**config.mk**
```make
export PLATFORM = sky130hd
export DESIGN_NAME = count_mod_n
export DESIGN_NICKNAME = d
export VERILOG_FILES = /design/src/rtl/count_mod_n.sv
export SDC_FILE = /design/constraint.sdc
export NUM_CORES = 1
export LEC_CHECK = 0
export BUFFER_PORTS_ARGS = -buffer_cell sky130_fd_sc_hd__clkbuf_2
export CORE_ASPECT_RATIO = 1.5
export CORE_MARGIN = 3
export CORE_UTILIZATION = 25
export DETAILED_ROUTE_END_ITERATION = 8
export PLACE_DENSITY = 0.49
export SLEW_MARGIN = 20
export SYNTH_ARGS = -nofsm -noshare
export SYNTH_HDL_FRONTEND = slang
export SYNTH_SLANG_ARGS = --single-unit
export TNS_END_PERCENT = 5
```
**constraint.sdc**
```tcl
create_clock -name clk -period 2.7 [get_ports clk]
set_input_delay 0.135 -clock clk [delete_from_list [all_inputs] [get_ports clk]]
set_output_delay 0.135 -clock clk [all_outputs]
set_load 0.03 [all_outputs]
```
**src/rtl/count_mod_n.sv**
```systemverilog
// Programmable modulo-(limit+1) up/down counter with parallel load, terminal-count pulse and one-shot stop.
// Latency: out/tc/done are registered and reflect an edge's inputs right after that edge, with no input-to-output path.
// Backpressure: none; en gates counting, load overrides en, and clr aborts everything asynchronously.
module count_mod_n #(
    parameter int WIDTH = 5    // legal range 2..16
) (
    input  logic             clk,
    input  logic             clr,
    input  logic             en,
    input  logic             dir,
    input  logic             load,
    input  logic [WIDTH-1:0] load_val,
    input  logic [WIDTH-1:0] limit,
    input  logic             oneshot,
    output logic [WIDTH-1:0] out,
    output logic             tc,
    output logic             done
);

    logic [WIDTH-1:0] out_nxt;
    logic             tc_nxt;
    logic             done_nxt;

    // Next-state selection: load beats counting; a finished one-shot run holds until reloaded.
    always_comb begin
        out_nxt  = out;
        tc_nxt   = 1'b0;
        done_nxt = done;
        if (load) begin
            // Clamp so the count never starts outside 0..limit.
            out_nxt  = (load_val > limit) ? limit : load_val;
            done_nxt = 1'b0;
        end else if (en && !done) begin
            if (dir) begin
                // ">=" also recovers a count left above a freshly lowered limit.
                if (out >= limit) begin
                    tc_nxt = 1'b1;
                    if (oneshot) begin
                        out_nxt  = limit;
                        done_nxt = 1'b1;
                    end else begin
                        out_nxt = '0;
                    end
                end else begin
                    out_nxt = out + WIDTH'(1);
                end
            end else begin
                if (out > limit) begin
                    // Limit was lowered under a running count: snap to it without a terminal event.
                    out_nxt = limit;
                end else if (out == '0) begin
                    tc_nxt = 1'b1;
                    if (oneshot) begin
                        done_nxt = 1'b1;
                    end else begin
                        out_nxt = limit;
                    end
                end else begin
                    out_nxt = out - WIDTH'(1);
                end
            end
        end
    end

    // State registers; clr clears immediately and masks every other input.
    always_ff @(posedge clk or posedge clr) begin
        if (clr) begin
            out  <= '0;
            tc   <= 1'b0;
            done <= 1'b0;
        end else begin
            out  <= out_nxt;
            tc   <= tc_nxt;
            done <= done_nxt;
        end
    end

endmodule

```
==> out/metrics.cfg <==
[status]
status=complete, no violations

[critical_path]
cp-start-kind=flop
cp_max_fo=10
end_kind=flop
arrival_ps=2650
critPathKind=reg2reg
cp_data_required_time_ps=2860

[global_route]
track_usage_pct=12.72
grt_max_degree=16
grt_antenna_before_repair=0
grt_pass1_wl_mm=4.595
grt_pass1_vias=996
grt-ovfl-total=0

[routing]
routed.top_layer=met4
drcViolationCount=0
drt-total-wl_mm=2.905
wl_met2_mm=1.645
wl_met1_mm=1.109
wire_per_inst_um=15.45
num_vias=1001
drtPass1Iterations=4
met3_length_um=110
ant_nets=0
vias_per_cell=5.324
drt_iter0_markers=15

[layout]
layout-drive-gt1-share_pct=24.14
nets=174
final_util_pct=32.18
nFillCells=403
area.growth.synth_to_final_pct=22.67
num_antenna_cells=0
fin_cells=188
final_area_um2=1185

[floorplan]
coreArea_um2=3682
die_x_um=56.75
io_pins=23
rows=27
die_h_um=82.13
dieArea_um2=4661
start_util_pct=26.23

[clock_tree]
holdBufCountCts=1
root_buffer=clkbuf_8
clk_latency_ps=230
cts.sinks=7
cts_resized=0
numCtsBuffers=3
cts_setup_buffers=0
clockBufferDepth=2
cts_tree=built
cts.clk_slew.worst_paths_ps=40
htreeDepth=1

[place]
place_ws_ps=226.6
hpwl_mm=2.393
port_buffers=22
place_area_um2=1130
placedCellCount=183
finalWeightedCongestion=0.8023

[synth]
netlist_area_um2=965.9
synth-seq-cells=7
async_flop_share_pct=100.0
synth_top_area_cell=dfrtp_1
avgSynthCellArea_um2=8.186
yosysSeqAreaShare_pct=18.13
ys_types=44
synthTopCellsByCount=12 x ha_1, 12 x inv_1, 9 x nor2_1
synth_top_flop_cell=dfrtp_1
synth-edff-count=0
ys_warn_count=0
yosys-top-cells-area=dfrtp_1 18%, ha_1 16%, inv_1 4.7%
synth.net_count=146
syn_inst=118
synth_top_area_share_pct=18.13

[power_and_ir_drop]
power_frac_seq_pct=20.0
p_leak_uw=0.0005878
p_per_area_nw_per_um2=694.2
p_switching_uw=375.4
vdd_ir_drop_max_mv=0.4563
clkPwrFrac_pct=18.0
p_int_uw=447.2
switching_share_pct=45.64
pwr-share-comb_pct=62.0

[sta]
hold_viol=0
clock_skew_ps=2.136
slew_viol_final=0
period_minus_slack_ps=2490
tns_ps=0
fmax_mhz=401.6
slew_headroom_pct=66.77
finalWorstSetupSlack_ps=210.3
rsz0062_at_grt=false
min_period_over_period_pct=92.21
worst_pin_slew_ps=495.1
setup_viol=0

[worst_hold_path]
hold_path.class=in2reg

[run]
maxCapViolCount=0

flip-flops by register name (all words and copies together) (netlist names):
name	cells
out	5
tc	1
done	1
cells in the final DEF (no fill, tap or decap), types with 4 or more instances in the layout:
master and instances:
clkbuf_2 22, nand3_1 5, buf_4 4, nand2_1 5, nor2_1 9, ha_1 12, mux2i_1 4, and3_1 5
a21oi_1 4, inv_1 12, o21ai_0 6, dfrtp_1 7, nor2b_1 4
path summary, 6_finish.rpt:
check                             from      to  slack [ps]  cells after the start
worst max-delay path            out[0]  out[0]         210                      7
worst min-delay path                en    done         180                      3
worst max register to register  out[0]  out[0]         210                      7
worst min register to register    done    done         540                      2
max in group asynchronous          clr    done        2110                      3
min in group asynchronous          clr  out[3]         370                      3
per-stage QoR:
step	total power, µW	hold slack, ps
5_1_grt	892.7	173.6
3_3_place_gp	669.0	63.07
4_1_cts	830.7	180.4
3_5_place_dp	675.3	67.54
6_report	822.6	183.4
2_1_floorplan	537.8	-61.60
critical path, cell delays in order, from the launching register on:
cell       delay (ps)
dfrtp_1           430
inv_1             150
ha_1              210
or4b_4            490
or4b_1            480
o22a_1            330
o41a_1            180
o2bb2ai_2         140
cell type report:
type,instances,area (µm²),share of cell area (%)
flip-flops and latches,7,175.2,14.78
multi-input cells,95,715.7,60.40
inverters,12,45.04,3.801
repair buffers,27,150.1,12.67
clock buffers,4,45.04,3.801
well taps,43,53.80,4.541
cell families after synthesis:
| kind of cell | synth area share (%) |
|---|---|
| simple gates | 22.41 |
| compound gates | 25.13 |
| buf+inv | 7.772 |
| fa+ha+maj | 15.54 |
| flops | 18.13 |
| mux | 6.477 |
| xor+xnor | 4.535 |
routing by layer:
| metal | vias to the layer above | global-route usage (%) |
|---|---|---|
| met3 | 5 | 2.644 |
| met2 | 25 | 25.46 |
| met1 | 475 | 13.31 |
| met5 | - | 0 |
| li1 | 496 | - |
| met4 | 0 | 3.248 |
power by group through the flow:
stage	Sequential, µW	Clock, µW	Combinational, µW
4_1_cts	165	153	513
3_5_place_dp	166	0	509
2_1_floorplan	214	0	323
3_3_place_gp	165	0	504
6_report	164	148	510
5_1_grt	168	163	562
Note: power is estimated with default switching activity, not from simulation.
